**src/rtl/store_unit.sv**
```systemverilog
// Purpose: turns SB/SH/SW stores at any byte address into one or two byte-strobed word write beats.
// Latency: beat 0 and done one cycle after acceptance; a word-crossing store adds a second beat, and done moves to that beat.
// Backpressure: req_ready is high only in IDLE; a request presented while busy is ignored.
module store_unit #(
    parameter int DATA_WIDTH = 32,
    parameter int ADDR_WIDTH = 32,
    parameter int MEM_SIZE   = 512
) (
    input  logic                  clk,
    input  logic                  rst,
    input  logic                  req_valid,
    output logic                  req_ready,
    input  logic [ADDR_WIDTH-1:0] req_addr,
    input  logic [DATA_WIDTH-1:0] req_data,
    input  logic [2:0]            store_type,
    output logic                  mem_we,
    output logic [ADDR_WIDTH-3:0] mem_addr,
    output logic [31:0]           mem_wdata,
    output logic [3:0]            mem_wstrb,
    output logic                  done,
    output logic                  err
);
    typedef enum logic [1:0] {IDLE, BEAT0, BEAT1, ERR} state_t;

    localparam logic [ADDR_WIDTH-1:0] MEM_LIMIT = ADDR_WIDTH'(MEM_SIZE);

    state_t state, state_n;

    // Second beat is computed at acceptance and parked until the BEAT0 cycle.
    logic [ADDR_WIDTH-2:0] b1_idx;
    logic [31:0]           b1_data;
    logic [3:0]            b1_strb;
    logic                  b1_ok;
    logic                  b1_pend;
    logic                  b0_err;

    logic                  accept;
    logic                  type_ok;
    logic [3:0]            base;
    logic [31:0]           masked;
    logic [7:0]            strb8;
    logic [63:0]           data64;
    logic [ADDR_WIDTH-3:0] word;
    logic [ADDR_WIDTH-2:0] word_p1;
    logic                  ok0;
    logic                  ok1;
    logic                  two;

    logic                  we_n;
    logic [ADDR_WIDTH-3:0] addr_n;
    logic [31:0]           wdata_n;
    logic [3:0]            wstrb_n;
    logic                  done_n;
    logic                  err_n;

    assign req_ready = (state == IDLE);
    assign accept    = req_valid && req_ready;

    always_comb begin
        type_ok = 1'b1;
        base    = 4'b0000;
        masked  = 32'h0;
        case (store_type)
            3'b000:  begin base = 4'b0001; masked = {24'h0, req_data[7:0]};  end
            3'b001:  begin base = 4'b0011; masked = {16'h0, req_data[15:0]}; end
            3'b010:  begin base = 4'b1111; masked = req_data[31:0];          end
            default: type_ok = 1'b0;
        endcase
        word    = req_addr[ADDR_WIDTH-1:2];
        strb8   = {4'b0000, base} << req_addr[1:0];
        data64  = {32'h0, masked} << {req_addr[1:0], 3'b000};
        // One bit wider than the index so stepping past the top word lands out of range instead of at 0.
        word_p1 = {1'b0, word} + (ADDR_WIDTH-1)'(1);
        ok0     = {2'b00, word} < MEM_LIMIT;
        ok1     = {1'b0, word_p1} < MEM_LIMIT;
        two     = (strb8[7:4] != 4'b0000);
    end

    always_comb begin
        state_n = state;
        we_n    = 1'b0;
        addr_n  = '0;
        wdata_n = 32'h0;
        wstrb_n = 4'b0000;
        done_n  = 1'b0;
        err_n   = 1'b0;
        case (state)
            IDLE: begin
                if (accept) begin
                    if (type_ok) begin
                        state_n = BEAT0;
                        we_n    = ok0;
                        addr_n  = word;
                        wdata_n = data64[31:0];
                        wstrb_n = ok0 ? strb8[3:0] : 4'b0000;
                        done_n  = !two;
                        err_n   = !two && !ok0;
                    end else begin
                        state_n = ERR;
                        done_n  = 1'b1;
                        err_n   = 1'b1;
                    end
                end
            end
            BEAT0: begin
                if (b1_pend) begin
                    state_n = BEAT1;
                    we_n    = b1_ok;
                    addr_n  = b1_idx[ADDR_WIDTH-3:0];
                    wdata_n = b1_data;
                    wstrb_n = b1_ok ? b1_strb : 4'b0000;
                    done_n  = 1'b1;
                    err_n   = b0_err || !b1_ok;
                end else begin
                    state_n = IDLE;
                end
            end
            default: state_n = IDLE;
        endcase
    end

    always_ff @(posedge clk) begin
        if (rst) begin
            state     <= IDLE;
            mem_we    <= 1'b0;
            mem_addr  <= '0;
            mem_wdata <= 32'h0;
            mem_wstrb <= 4'b0000;
            done      <= 1'b0;
            err       <= 1'b0;
            b1_idx    <= '0;
            b1_data   <= 32'h0;
            b1_strb   <= 4'b0000;
            b1_ok     <= 1'b0;
            b1_pend   <= 1'b0;
            b0_err    <= 1'b0;
        end else begin
            state     <= state_n;
            mem_we    <= we_n;
            mem_addr  <= addr_n;
            mem_wdata <= wdata_n;
            mem_wstrb <= wstrb_n;
            done      <= done_n;
            err       <= err_n;
            if (accept) begin
                b1_idx  <= word_p1;
                b1_data <= data64[63:32];
                b1_strb <= strb8[7:4];
                b1_ok   <= ok1;
                b1_pend <= type_ok && two;
                b0_err  <= !ok0;
            end
        end
    end
endmodule

```
**config.mk**
```make
export PLATFORM = sky130hd
export DESIGN_NAME = store_unit
export DESIGN_NICKNAME = d
export VERILOG_FILES = /design/src/rtl/store_unit.sv
export SDC_FILE = /design/constraint.sdc
export NUM_CORES = 1
export LEC_CHECK = 0
export ABC_CLOCK_PERIOD_IN_PS = 2800
export CORE_MARGIN = 4
export CORE_UTILIZATION = 45
export DETAILED_ROUTE_END_ITERATION = 16
export GPL_TIMING_DRIVEN = 0
export PLACE_DENSITY = 0.83
export SLEW_MARGIN = 20
export SYNTH_ARGS = -nofsm -noshare
export SYNTH_HDL_FRONTEND = slang
export SYNTH_SLANG_ARGS = --single-unit
export TNS_END_PERCENT = 10
```
**constraint.sdc**
```tcl
create_clock -name clk -period 2.8 [get_ports clk]
set_input_delay 0.56 -clock clk [delete_from_list [all_inputs] [get_ports clk]]
set_output_delay 0.56 -clock clk [all_outputs]
set_load 0.05 [all_outputs]
```
## Yosys cells after proc, flatten, opt, wreduce, memory -nomap -nowiden

Cells that the tools add are included.

- $add $sub $neg: 1
- Magnitude comparators: 2
- Equal/unequal tests: 4
- Shifts and indexed selects: 2
- Mux-type cells: 33
- Reductions and logical operators: 11

Operators with widths:

| cell | number |
|---|---|
| 2-to-1 mux 32 bit | 3 |
| one-hot mux 32 bit (3 select lines) | 1 |
| 2-to-1 mux 30 bit | 3 |
| one-hot mux 32 bit (2 select lines) | 1 |
| << shifter 32 x 5 -> 64 bit | 1 |
| one-hot mux 30 bit (2 select lines) | 1 |
| adder 30 x 1 -> 31 bit (second input constant) | 1 |
| < comparator 31 x 10 -> 1 bit (second input constant) | 1 |
| < comparator 30 x 10 -> 1 bit (second input constant) | 1 |
| 2-to-1 mux 4 bit | 5 |
| one-hot mux 4 bit (3 select lines) | 1 |
| 2-to-1 mux 1 bit | 10 |
| one-hot mux 4 bit (2 select lines) | 1 |
| << shifter 4 x 2 -> 8 bit | 1 |
| 2-to-1 mux 2 bit | 3 |
| one-hot mux 1 bit (2 select lines) | 3 |
| one-hot mux 2 bit (2 select lines) | 1 |
| nonzero test 4 bit | 1 |
| == test 3 x 1 -> 1 bit (second input constant) | 1 |
| == test 3 x 2 -> 1 bit (second input constant) | 1 |
| logical AND 1 bit | 3 |
| logical NOT 1 bit | 3 |
| logical NOT 3 bit | 1 |
| OR reduction 3 bit | 1 |
| other kinds (4) | 4 |

- Register bits after elaboration: 140

## Depth between registers and ports, before layout

Gate-level depths: netlist (run 1).

- Depth after elaboration: 9
- Gate-level depth with buffers: 9

## Least setup slack after synthesis (run 1)

Ideal clock, no wire load.

- Path kind: input-to-reg
- Start point: input port req_addr[15]
- End point: register b1_ok
- Library setup time: 0.059 ns
- Arrival time: 2.604 ns
- Slack: 0.138 ns
- Stages: 9
- Cell sequence: clkbuf_1 -> nand3_1 -> or4_4 -> buf_6 -> o21a_1 -> or4_1 -> nor3_1 -> o2111a_1 -> a31o_1

- Word-level cells in the longest chain between the ends: 2

RTL lines:

| item | line | text |
|---|---|---|
| start: declaration | 13 | `input logic [ADDR_WIDTH-1:0] req_addr,` |
| adder 30 x 1 -> 31 bit | 73 | `word_p1 = {1'b0, word} + (ADDR_WIDTH-1)'(1);` |
| < comparator 31 x 10 -> 1 bit | 75 | `ok1 = {1'b0, word_p1} < MEM_LIMIT;` |
| end signal: assignment | 149 | `b1_ok <= ok1;` |
| end: declaration | 33 | `logic b1_ok;` |

No other way between the ends.
A chain may end at the register's enable or synchronous reset.

## Final worst setup path (run 1)

- Start point: input port req_addr[31]
- End point: register mem_wstrb[2]

- Word-level cells in the longest chain between the ends: 5

RTL lines:

| item | line | text |
|---|---|---|
| < comparator 30 x 10 -> 1 bit | 74 | `ok0 = {2'b00, word} < MEM_LIMIT;` |
| 2-to-1 mux 4 bit | 95 | `wstrb_n = ok0 ? strb8[3:0] : 4'b0000;` |
| 2-to-1 mux 4 bit | 90 | `if (type_ok) begin` |
| 2-to-1 mux 4 bit | 89 | `if (accept) begin` |
| one-hot mux 4 bit (2 select lines) | 87 | `case (state)` |
| end signal: assignment | 142 | `mem_wstrb <= wstrb_n;` |
| end: declaration | 19 | `output logic [3:0] mem_wstrb,` |

No other way between the ends.

==> flow_results.org, run 1 <==
** Setup path
- R2R cell count :: 6
- Worst path max stage delay :: 0.56 ns
- Along the worst path, the maximum fanout reaches 6.
- On the critical path, the stage with the largest delay is an instance of clkdlybuf4s50_1.
- Crit end category :: flip-flop
- Walking the worst path, the cells encountered are clkdlybuf4s50_1 > or4_1 > or4_1 > nor3_4 > nand2_1 > or4_1 > a21oi_1.
- Setup slack on the worst reg-to-reg path comes out at 0.27 ns.
- Worst Setup Start Kind :: input port
- The critical path in this run is classified as input port to flip-flop.
- In this run the critical register-to-register path is captured at err$_SDFF_PP0_.
- Data on the critical path is required at its endpoint by 3.15 ns.
- Buffer and inverter count on the worst path :: 1
- The worst register-to-register path begins at state[1]$_SDFFE_PP0P_.
- The most numerous cell type found on the critical path is or4_1.
- For the worst setup path, the data arrival time is 3.08 ns.
- Kind of cell adding the most delay to the critical path :: simple AND/OR/NAND/NOR gates

** Global routing
- Remaining Overflow, GRT :: 0
- The via count of the first global-routing pass was 5567.
- The first global-routing pass estimated 28900 um of wire.
- Overall fraction of global-route tracks in use :: 0.254
- Number of antenna violations at the first check in global routing :: 0
- Entering global routing, the biggest net connects 17 pins.

** Drt
- Routed wire per std cell :: 18.8 um
- Before antenna repair, the detailed router went through 5 iterations.
- After detailed routing, the number of vias per cell comes to 5.90.
- For this run, design rule violations remaining after detail routing come to 0.
- Summed over all layers, the routed wires come to 18400 um.
- For this block, the initial DRC count from the detailed router was 648.
- In this run the remaining antenna-violating nets after routing total 0.
- Detailed routing inserted a total of 5752 vias.

** Die
- The die is 120 um tall.
- Initial Utilization :: 0.466
- Horizontal die dimension :: 120 um
- Top-level port count :: 140
- Total Die Area :: 14500 sq um
- After floorplanning, the core was sized to cover 12200 sq um.
- Standard-cell rows :: 40

** CTS
- TritonCTS built the clock tree.
- Num CTS Buffers :: 17
- Clock insertion delay at the later pin of the skew report :: 0.42 ns
- Buffers inserted to repair hold after CTS numbered 0.
- Post-CTS setup buffer count :: 0
- The H-tree was split into 4 levels.
- For this design, the sink count on the clock tree is 131.
- In this run the deepest clock path goes through 2 buffers.
- Clock input transition at the sequential cells of the worst setup and hold paths :: 0.05 ns
- CTS Root Cell :: clkbuf_16

** Power
- Areal power density over the cells :: 620 nW/um^2
- IR drop worst, VDD :: 0.694 mV
- Switching power :: 1.18 mW
- Total leakage power :: 2.72 nW
- Proportion of power drawn by the clock network :: 0.466
- The share of total power dissipated in combinational logic is 0.124.
- Int Pwr :: 3.63 mW
- Of the total power, registers draw 0.410.
- Net switching share of the total power :: 0.245

** Synth
- Counting flops and latches in the post-synthesis netlist gives 131.
- The commonest cells after synthesis are dfxtp_1, nor2_1, nand2_1, clkbuf_1, a22o_1.
- The synthesized design contains 0 enable-type register cells.
- The share of the Yosys chip area taken by registers is 0.461.
- After synthesis, the cell types taking the most area are dfxtp_1, a22o_1, nor2_1.
- Counting distinct cell types in the post-synthesis netlist gives 47.
- Synthesis produced 658 cells.
- The share of synthesized area in the top cell type comes to 0.461.
- Proportion of register bits with asynchronous set or reset after synthesis :: 0
- When the netlist entered floorplanning its net count stood at 729.
- Cell taking the most area after synthesis :: dfxtp_1
- By instance count, the leading cell after synthesis is dfxtp_1.
- Summing every instance area after synthesis gives 5690 sq um.
- Synthesized area divided by synthesized cell count :: 8.64 sq um
- Post-synth top flop :: dfxtp_1
- Yosys printed 0 warnings.

** STA
- Clock period minus final worst setup slack :: 2.73 ns
- Slew headroom :: 0.426
- Setup violations remaining at the end of the flow were counted as 0.
- Achievable frequency :: 0.366 GHz
- Setup repair after global routing missed its margin :: no
- The clock arrives with 0.00940 ns of skew.
- Number of endpoints with negative hold slack in the final report :: 0
- Worst Tran Pin Value :: 0.858 ns
- Sum Neg Setup Slack :: 0 ns
- Setup slack closes at 0.0678 ns.
- Fin. max-slew vios :: 0
- Final worst path period share :: 0.976
- Worst hold slack across all endpoints :: 0.435 ns

** Min path
- The path class of the tightest hold or removal check is input port to flip-flop.
- Counting instances, the worst hold path has a depth of 2.
- The path with the worst hold slack has its endpoint at mem_addr[18]$_SDFF_PP0_.
- The worst hold path begins at req_addr[20].

** Final layout
- Total area of multi-input combinational cells :: 2870 sq um
- Final antenna diode count :: 0
- Sequential cell area :: 2620 sq um
- From synthesis to final layout, the design area changed by 36.4%.
- Of the cells placed in the final design, the portion with a size suffix greater than 1 is 0.0706.
- # nets final :: 868
- The layout has 1070 filler cells.

** Job
- Number of violations of the max-capacitance limit :: 0

** Placed design
- Final weighted congestion in routability-driven placement :: 0.981
- Timing analysis after detailed placement gives a worst setup slack of -0.616 ns.
- Estimated wirelength of the detail-placed design :: 13300 um
- Number of I/O port buffers :: 120

** Run status
- Result of the run :: complete, no violations
## power by group through the flow
stage                     sequential [mW]  combinational, mW  clock, mW
after floorplan                      2.06              0.290          0
after global placement               2.01              0.572          0
after detailed placement             2.01              0.576          0
after CTS                            1.97              0.581       2.26
after global routing                 1.98              0.638       2.36
final                                1.97              0.595       2.24
## cell usage in the layout, fill, tap and decap left out, types with 4 or more instances in the layout
| cell | count |
|---|---|
| nand2_1 | 53 |
| a21oi_1 | 20 |
| clkdlybuf4s50_1 | 115 |
| clkdlybuf4s15_1 | 4 |
| a221oi_1 | 8 |
| or4_1 | 5 |
| nand4_1 | 7 |
| a22oi_1 | 17 |
| nor3_1 | 26 |
| buf_1 | 4 |
| a31oi_1 | 5 |
| mux2i_1 | 8 |
| nor2_1 | 82 |
| clkbuf_16 | 17 |
| xnor2_1 | 22 |
| mux2_2 | 8 |
| o21ai_0 | 31 |
| nor4_1 | 7 |
| clkbuf_8 | 4 |
| a211oi_1 | 27 |
| xor2_1 | 12 |
| clkbuf_1 | 51 |
| and3_1 | 5 |
| inv_1 | 6 |
| a22o_1 | 43 |
| dfxtp_1 | 131 |
| nand3_1 | 37 |
## layout make-up
class                           count  share of cell area
Clock buffer                       24              0.0634
Tap cell                          168              0.0271
Timing Repair Buffer              120               0.155
Clock inverter                      5              0.0129
Buffer                             59              0.0311
Sequential cell                   131               0.338
Inverter                            7             0.00339
Multi-Input combinational cell    461               0.369
## what timing repair did
item | CTS | global route
endpoints found under the hold margin | 0 | 0
resized for setup | 8 | 15
setup endpoints to repair | 2 | 3
## per-layer routing
metal / global-route usage / vias to the layer above / part of all wire
met1: 0.320 / 2697 / 0.39
met2: 0.413 / 354 / 0.47
li1: - / 2644 / -
met4: 0.0921 / 0 / 0.027
met3: 0.0725 / 57 / 0.11
met5: 0 / - / 0
## metrics by stage
step                 util  area, sq um  power, mW  cells
CTS                 0.631         7710       4.82    975
finish              0.635         7760       4.81    975
global placement    0.581         7100       2.58    946
floorplan               -         5690       2.35    658
global route        0.635         7760       4.98    975
detailed placement  0.582         7100       2.59    946
## worst max-delay path by stage
stage	from	to	slack, ns	cells after the start
final	req_addr[31]	mem_wstrb[2]$_SDFF_PP0_	0.07	7
after global routing	req_addr[31]	mem_wstrb[2]$_SDFF_PP0_	0.02	7
after CTS	req_addr[2]	b1_ok$_SDFFE_PP0P_	0.02	9
after detailed placement	req_addr[10]	b1_ok$_SDFFE_PP0P_	-0.62	9
after global placement	req_addr[7]	b1_ok$_SDFFE_PP0P_	-0.60	9
after floorplan	req_addr[15]	b1_ok$_SDFFE_PP0P_	0.14	9
## sequential cells by signal, indices dropped and copies added (netlist names)
name / cells
b1_strb: 3
b1_ok: 1
b1_idx: 30
mem_we: 1
mem_wstrb: 4
mem_addr: 30
err: 1
state: 2
b0_err: 1
done: 1
mem_wdata: 32
b1_data: 24
b1_pend: 1
## kinds of logic after synthesis
logic type,Yosys count,share of synthesized area
and+or+nand+nor,247,0.204
xor gates and xnor gates,34,0.0524
adders and majority gates,1,0.00220
AOI/OAI and AO/OA,163,0.204
DFF,131,0.461
buffers and inverters,66,0.0462
muxes,16,0.0299
## worst reg2reg max path, delay by kind of cell, from the launching register on
family                 cells  cell delay (ns)
flip-flops                 1             0.33
AO/OA/AOI/OAI              2             0.33
buffers and inverters      2             0.74
AND/OR/NAND/NOR            2             1.02
No activity file was read; power rests on OpenSTA's default activity.
==> run 2, diff against run 1 <==
--- a/config.mk
+++ b/config.mk
@@ -6,11 +6,13 @@
 export NUM_CORES = 1
 export LEC_CHECK = 0
 export ABC_CLOCK_PERIOD_IN_PS = 2800
+export CELL_PAD_IN_SITES_DETAIL_PLACEMENT = 0
+export CELL_PAD_IN_SITES_GLOBAL_PLACEMENT = 2
 export CORE_MARGIN = 4
-export CORE_UTILIZATION = 45
+export CORE_UTILIZATION = 26
 export DETAILED_ROUTE_END_ITERATION = 16
 export GPL_TIMING_DRIVEN = 0
-export PLACE_DENSITY = 0.83
+export PLACE_DENSITY = 0.82
 export SLEW_MARGIN = 20
 export SYNTH_ARGS = -nofsm -noshare
 export SYNTH_HDL_FRONTEND = slang
==> run 2 against run 1 <==
  * Clock power rose by 6%
  * Flip-flop and latch count did not move
  * Clock skew is 0.0013 ns lower
  * Cell area increased by 2.1%
  * Register-to-register slack worse by 0.04 ns
  * Worst hold slack better by 0.0061 ns
  * First-iteration DRC count is 43% lower
  * Die area up 68%
  * Highest routed layer is now met5
==> flow_results.org, run 2 (same netlist as run 1, synthesis figures left out) <==
** Setup path
- The worst setup path is captured at a flip-flop.
- Slowest cell on crit path :: clkdlybuf4s50_1
- The arrival time of data at the critical path endpoint is 3.12 ns (+0.04 ns).
- Worst reg2reg setup slack :: 0.23 ns (-0.04 ns)
- Critical path startpoint :: req_addr[2]
- The biggest cell delay along the critical path was 0.55 ns (about the same).
- Reg2reg end :: mem_wdata[16]$_SDFF_PP0_
- The startpoint identified for the worst register-to-register timing path is state[0]$_SDFFE_PP0P_.
- The worst reg2reg path depth came to 5 (-1).
- Worst Setup Start Kind :: input port
- Crit path cell chain :: clkdlybuf4s50_1 > ha_1 > nand4_1 > clkbuf_4 > o21a_1 > or4_1 > nor3_2 > o2111a_1 > a31o_1
- The highest net fanout along the worst path was 10 (+4).
- Required time reported for the critical path endpoint :: 3.16 ns (about the same)
- Type of the setup path with the least slack :: input port to flip-flop

** Global routing
- First-pass GRT wire length :: 32000 um (+11%)
- Number of antenna violations at the first check in global routing :: 1 (+1)
- The final global-route overflow total was 0 (unchanged).
- The aggregate global-route resource usage was 0.172 (-0.0816).
- The largest net degree at the start of global routing was 17 (unchanged).
- The via count of the first global-routing pass is 5472 (-1.7%).

** Die
- Top-level port count :: 140 (unchanged)
- The initial core utilization was 0.267 (-0.199).
- The y dimension of the die was 156 um (+29%).
- The die span in x was 156 um (+29%).
- The placeable core area came to 21300 sq um (+74%).
- Total Die Area :: 24300 sq um (+68%)
- The number of rows created at floorplan came to 53 (+33%).

** STA
- Worst hold slack across all endpoints :: 0.441 ns (+0.00608 ns)
- Clock period minus final worst setup slack :: 2.75 ns (+0.0214 ns)
- The transition time at the pin with the least slew margin came to 0.848 ns (-0.0105 ns).
- Number of endpoints with negative hold slack in the final report :: 0 (unchanged)
- Setup repair after global routing missed its margin :: yes
- The setup violation total in the final timing report is 0 (unchanged).
- Fin. max-slew vios :: 0 (unchanged)
- The post-route clock period utilization came to 0.983 (+0.00763).
- The final setup skew is 0.00811 ns (-0.00130 ns).
- Slew headroom :: 0.432 (+0.00605)
- The highest clock rate is 0.363 GHz (-0.78%).

** CTS
- The total CTS buffers is 17 (unchanged).
- CTS Hold Bufs :: 0 (unchanged)
- Clock insertion delay at the later pin of the skew report :: 0.42 ns (about the same)
- Maximum buffer depth of the clock tree :: 2 (unchanged)
- Clock net sink count :: 131 (unchanged)
- Clock tree from TritonCTS :: built
- CTS H-Tree Depth :: 4 (unchanged)
- CTS placed an instance of clkbuf_16 at the clock tree root.
- Clock input transition at the sequential cells of the worst setup and hold paths :: 0.06 ns (about the same)
- The number of setup buffers added after CTS is 0 (unchanged).

** Min path
- Min-Delay Startpoint :: req_addr[20]
- The number of cells on the worst hold path is 2 (unchanged).
- Worst hold path class :: input port to flip-flop
- Hold endpoint :: mem_addr[18]$_SDFF_PP0_

** Final layout
- Final antenna diode count :: 0 (unchanged)
- The library cell used most frequently in the layout, excluding fill and tap cells, is dfxtp_1.
- The fill cell instance count of the final layout is 2214 (+110%).
- Commonest cells after routing, fill and taps aside :: dfxtp_1, clkdlybuf4s50_1, nor2_1
- The fraction of layout cells with a size suffix above 1 came to 0.0717 (+0.00106).
- The storage element area was 2620 sq um (unchanged).
- # nets final :: 868 (unchanged)
- The number of flip-flops in the largest register is 32 (unchanged).
- Compared with the post-synthesis result, the final layout area differs by 39.2%.
- Total area of multi-input combinational cells :: 2870 sq um (+0.13%)
- Area of all placed cells without fillers :: 7920 sq um (+2.1%)
- The largest registers in the layout are mem_wdata (32), b1_idx (30), mem_addr (30).
- Counting flops per register, the top entry is mem_wdata.

** Job
- The max-cap check violation count is 0 (unchanged).

** Drt
- Via Count :: 5472 (-4.9%)
- Wirelength, routed :: 21300 um (+16%)
- The number of detailed-route iterations in the first pass is 5 (unchanged).
- The antenna violation net count after detailed routing is 0 (unchanged).
- The average via count per standard cell is 5.05 (-14%).
- The total DRC errors in the routed layout came to 0 (unchanged).
- The wire length per cell after detailed routing came to 19.7 um (+4.6%).
- Iteration-0 DRC count of the detailed router :: 372 (-43%)

** Power
- The leakage dissipation came to 2.74 nW (+0.84%).
- The maximum ir drop on the vdd rail is 0.408 mV (-41%).
- The total power per unit cell area is 626 nW/um^2 (+0.98%).

** Placed design
- Estimated wirelength of the detail-placed design :: 15500 um (+16%)
- Final weighted congestion in routability-driven placement :: 0.845 (-14%)
- Number of I/O port buffers :: 120 (unchanged)
- Post-Place Cell Area :: 7240 sq um (+2.0%)

** Run status
- Result of the run :: complete, no violations
[run 2: worst max path at each step]
stage                                           to  slack, ns  cells past startpoint
final                           b1_ok$_SDFFE_PP0P_       0.05                      9
after global routing            b1_ok$_SDFFE_PP0P_      -0.02                      8
after CTS                       b1_ok$_SDFFE_PP0P_     0.0007                      8
after detailed placement        b1_ok$_SDFFE_PP0P_      -0.63                      9
after global placement    mem_wdata[16]$_SDFF_PP0_      -0.76                      5
after floorplan                 b1_ok$_SDFFE_PP0P_       0.14                      9
[run 2: cell type report]
type / count / area share
clock inverter: 9 / 0.0194
multi-input combinational: 461 / 0.362
timing repair buffer: 120 / 0.151
inverter: 7 / 0.00332
sequential: 131 / 0.331
tap: 275 / 0.0435
buffer: 59 / 0.0305
clock buffer: 22 / 0.0586
[run 2: metal layers]
metal / vias to the layer above / global-route usage / wire length, um
li1: 2648 / - / -
met1: 2593 / 0.230 / 9780
met2: 211 / 0.275 / 9700
met3: 18 / 0.0472 / 1590
met4: 2 / 0.0442 / 261
met5: - / 0 / 13
[run 2: per-stage QoR]
step	setup TNS (ns)	total power, mW	worst slack, ns	utilization	cells
after global routing	-0.0242	5.14	-0.0230	0.372	1084
after CTS	0	5.00	0.000735	0.370	1084
after detailed placement	-12.61	2.61	-0.633	0.340	1053
after global placement	-27.02	2.61	-0.762	0.340	1053
after floorplan	0	2.35	0.138	-	658
final	0	4.96	0.0464	0.372	1084
[run 2: timing repair]
| action | 4_1_cts | 5_1_grt |
|---|---|---|
| gates resized for setup | 11 | 7 |
| endpoints found under the setup margin | 2 | 6 |
| pin swaps | 0 | 0 |
[run 2: critical path: cells and delay by family]
family / cells / cell delay, ns
buffers and inverters: 2 / 0.81
adder cells (fa/ha/maj): 1 / 0.24
AO/OA/AOI/OAI: 3 / 0.57
AND/OR/NAND/NOR: 3 / 0.93
[run 2: power breakdown]
| part | internal (mW) | total [mW] | leakage [nW] | switching (mW) |
|---|---|---|---|---|
| Clock | 1.53 | 2.38 | 0.296 | 0.849 |
| Sequential | 1.94 | 1.97 | 1.07 | 0.0333 |
| Combinational | 0.218 | 0.610 | 1.38 | 0.392 |
==> run 3, diff against run 2 <==
--- a/config.mk
+++ b/config.mk
@@ -8,7 +8,7 @@
 export ABC_CLOCK_PERIOD_IN_PS = 2800
 export CELL_PAD_IN_SITES_DETAIL_PLACEMENT = 0
 export CELL_PAD_IN_SITES_GLOBAL_PLACEMENT = 2
-export CORE_MARGIN = 4
+export CORE_MARGIN = 1.5
 export CORE_UTILIZATION = 26
 export DETAILED_ROUTE_END_ITERATION = 16
 export GPL_TIMING_DRIVEN = 0
==> run 3 against run 2 <==
  * Fmax hardly changed
  * Wire length is 1.7% lower
  * Worst hold slack worse by 0.0077 ns
  * Global-route usage is 1.4 points higher
  * Total power is 0.69% higher
  * Sequential share of layout area is 0.057 points lower
  * First-iteration DRC count is 4.0% lower
  * Critical path depth stayed put
  * Clock-buffer cell count is 2 lower
  * Via count is 0.73% higher
  * Worst setup slack worse by 0.0015 ns
==> flow_results.org, run 3 (same netlist as run 1, synthesis figures left out) <==
** Setup path
- The biggest cell delay along the critical path was 0.56 ns (about the same).
- The data required time at the worst endpoint is 3.16 ns (about the same).
- Worst reg2reg setup slack :: 0.31 ns (+0.08 ns)
- The startpoint identified for the worst register-to-register timing path is state[0]$_SDFFE_PP0P_.
- STA classifies the critical path endpoint as a flip-flop.
- The most critical setup path has its startpoint at req_addr[2].
- Type of the setup path with the least slack :: input port to flip-flop
- Slowest cell on crit path :: clkdlybuf4s50_1
- The arrival time of data at the critical path endpoint was 3.12 ns (about the same).
- Worst Setup Start Kind :: input port
- The cell family contributing the most delay on the critical path is simple AND/OR/NAND/NOR gates.
- The critical path goes through clkdlybuf4s50_1 > ha_2 > nand4_1 > buf_4 > o21a_1 > or4_1 > nor3_2 > o2111a_1 > a31o_1.
- Crit-path max FO :: 10 (unchanged)
- The sum of buffers and inverters on the critical path was 2 (unchanged).

** CTS
- The clock insertion delay at the later pin of the skew report was 0.42 ns (about the same).
- CTS H-Tree Depth :: 4 (unchanged)
- CTS Hold Bufs :: 0 (unchanged)
- Num CTS Buffers :: 17 (unchanged)
- The buffer levels on the longest clock path came to 2 (unchanged).
- Clock input transition at the sequential cells of the worst setup and hold paths :: 0.06 ns (about the same)
- The CTS sink count came to 131 (unchanged).
- CTS placed an instance of clkbuf_16 at the clock tree root.
- TritonCTS built the clock tree.

** Min path
- In this run the most critical hold path is launched from req_addr[20].
- Worst hold path class :: input port to flip-flop

** Final layout
- Sequential cell area :: 2620 sq um (unchanged)
- mem_wdata holds more flip-flops than any other register.
- The number of flip-flops in the largest register came to 32 (unchanged).
- Final antenna diode count :: 0 (unchanged)
- Number of non-filler instances in the completed layout :: 1085 (+0.092%)
- The final-stage net count was 868 (unchanged).
- In the layout the commonest cells are dfxtp_1, clkdlybuf4s50_1, nor2_1.
- Share of layout cells above drive strength 1 :: 0.0778 (+0.00608)
- Total area of multi-input combinational cells :: 2870 sq um (-0.13%)
- Largest registers :: mem_wdata (32), b1_idx (30), mem_addr (30)
- The area growth from synthesis to layout is 39.5%.
- The fill cell instance count of the final layout was 2218 (+0.18%).
- The fraction of the core area covered by cells at the end of the flow was 0.374 (+0.00181).
- Most common cell after layout, fill and taps aside :: dfxtp_1
- The final cell area excluding filler cells came to 7930 sq um (+0.17%).

** Power
- IR drop worst, VDD :: 0.428 mV (+4.8%)
- The total power per unit cell area came to 630 nW/um^2 (+0.51%).
- Overall power after layout :: 4.99 mW (+0.69%)
- The leakage dissipation came to 2.74 nW (about the same).

** Placed design
- The post-placement cell area was 7240 sq um (unchanged).
- Post-Place Setup Slack :: -0.671 ns (-0.0382 ns)
- DP Cell Count :: 1053 (unchanged)
- The placer congestion estimate was 0.851 (+0.66%).
- The count of buffers inserted at the top-level ports is 120 (unchanged).
- Estimated wirelength of the detail-placed design :: 15100 um (-2.4%)

** Drt
- The wire length per cell after detailed routing was 19.3 um (-1.8%).
- Via density :: 5.08 (+0.64%)
- The number of detailed-route iterations in the first pass is 5 (unchanged).
- Iteration-0 DRC count of the detailed router :: 357 (-4.0%)
- DRC violations left :: 0 (unchanged)
- Via Count :: 5512 (+0.73%)
- The antenna violation net count after detailed routing was 0 (unchanged).
- The routed wire length is 21000 um (-1.7%).

** Global routing
- Number of antenna violations at the first check in global routing :: 0 (-1)
- Vias in the first global route :: 5351 (-2.2%)
- The first-pass GRT wire length is 31200 um (-2.5%).
- The aggregate global-route resource usage came to 0.186 (+0.0144).
- The largest net degree at the start of global routing was 17 (unchanged).
- Remaining Overflow, GRT :: 0 (unchanged)

** STA
- Clock period minus final worst setup slack :: 2.76 ns (+0.00151 ns)
- Sum Neg Setup Slack :: 0 ns (unchanged)
- Slew headroom :: 0.413 (-0.0185)
- Fin. max-slew vios :: 0 (unchanged)
- Worst hold slack across all endpoints :: 0.434 ns (-0.00766 ns)
- The final number of hold-violating endpoints came to 0 (unchanged).
- The setup slack after layout is 0.0449 ns (-0.00151 ns).
- Setup Viol. Count Final :: 0 (unchanged)
- The final setup skew came to 0.00567 ns (-0.00244 ns).
- Setup repair after global routing could not meet its margin everywhere.
- The highest clock rate came to 0.363 GHz (about the same).
- Final worst path period share :: 0.984 (about the same)
- Worst Tran Pin Value :: 0.875 ns (+0.0276 ns)

** Die
- The die span in x is 151 um (-3.2%).
- Initial Utilization :: 0.268 (+0.000835)
- The total die area came to 22800 sq um (-6.3%).
- Top-level port count :: 140 (unchanged)
- The y dimension of the die came to 151 um (-3.2%).
- Standard cell core area :: 21200 sq um (-0.31%)
- The number of rows created at floorplan is 53 (unchanged).

** Job
- Number of violations of the max-capacitance limit :: 0 (unchanged)

** Run status
- Result of the run :: complete, no violations
-- run 3: changes by cell type in the layout (fill, tap and decap cells not counted) --
cell        change
inv_6           +1
clkinvlp_4      +1
clkbuf_1        -2
clkbuf_4        -1
buf_4           +1
ha_1            -1
nor2_1          -1
clkinv_4        +1
ha_2            +1
nor2_2          +1
nor4_2          +1
nor4_4          -1
-- run 3: worst reg2reg max path: stages (launching register included) --
cell and delay [ns]:
dfxtp_1 0.35, nor2_1 0.17, nand2_1 0.30, nor3_2 0.82
clkbuf_1 0.57, a22o_1 0.23
-- run 3: area by class of cell --
type	count	area share
buffer	59	0.0304
clock buffer	20	0.0576
clock inverter	12	0.0226
inverter	7	0.00331
multi-input combinational	461	0.361
sequential	131	0.331
tap	275	0.0434
timing repair buffer	120	0.151
-- run 3: final timing paths --
check | end | cells after the start
max | b1_ok$_SDFFE_PP0P_ | 9
min | mem_addr[18]$_SDFF_PP0_ | 2
max reg2reg | mem_addr[13]$_SDFF_PP0_ | 5
min reg2reg | b1_idx[1]$_SDFFE_PP0P_ | 2
-- run 3: routing by layer --
metal,global-route usage,part of all wire
met1,0.251,0.45
met2,0.292,0.45
met3,0.0458,0.079
met4,0.0602,0.018
met5,0,0
-- run 3: report_power, final --
group	total (mW)	switching, mW	internal, mW
combinational	0.611	0.393	0.218
clock	2.41	0.872	1.54
sequential	1.97	0.0342	1.94
total	4.99	1.30	3.70
-- run 3: repair_timing --
action,CTS,global route
buffers inserted,0,0
cloned,0,0
resized for setup,12,8
setup endpoints to repair,4,8
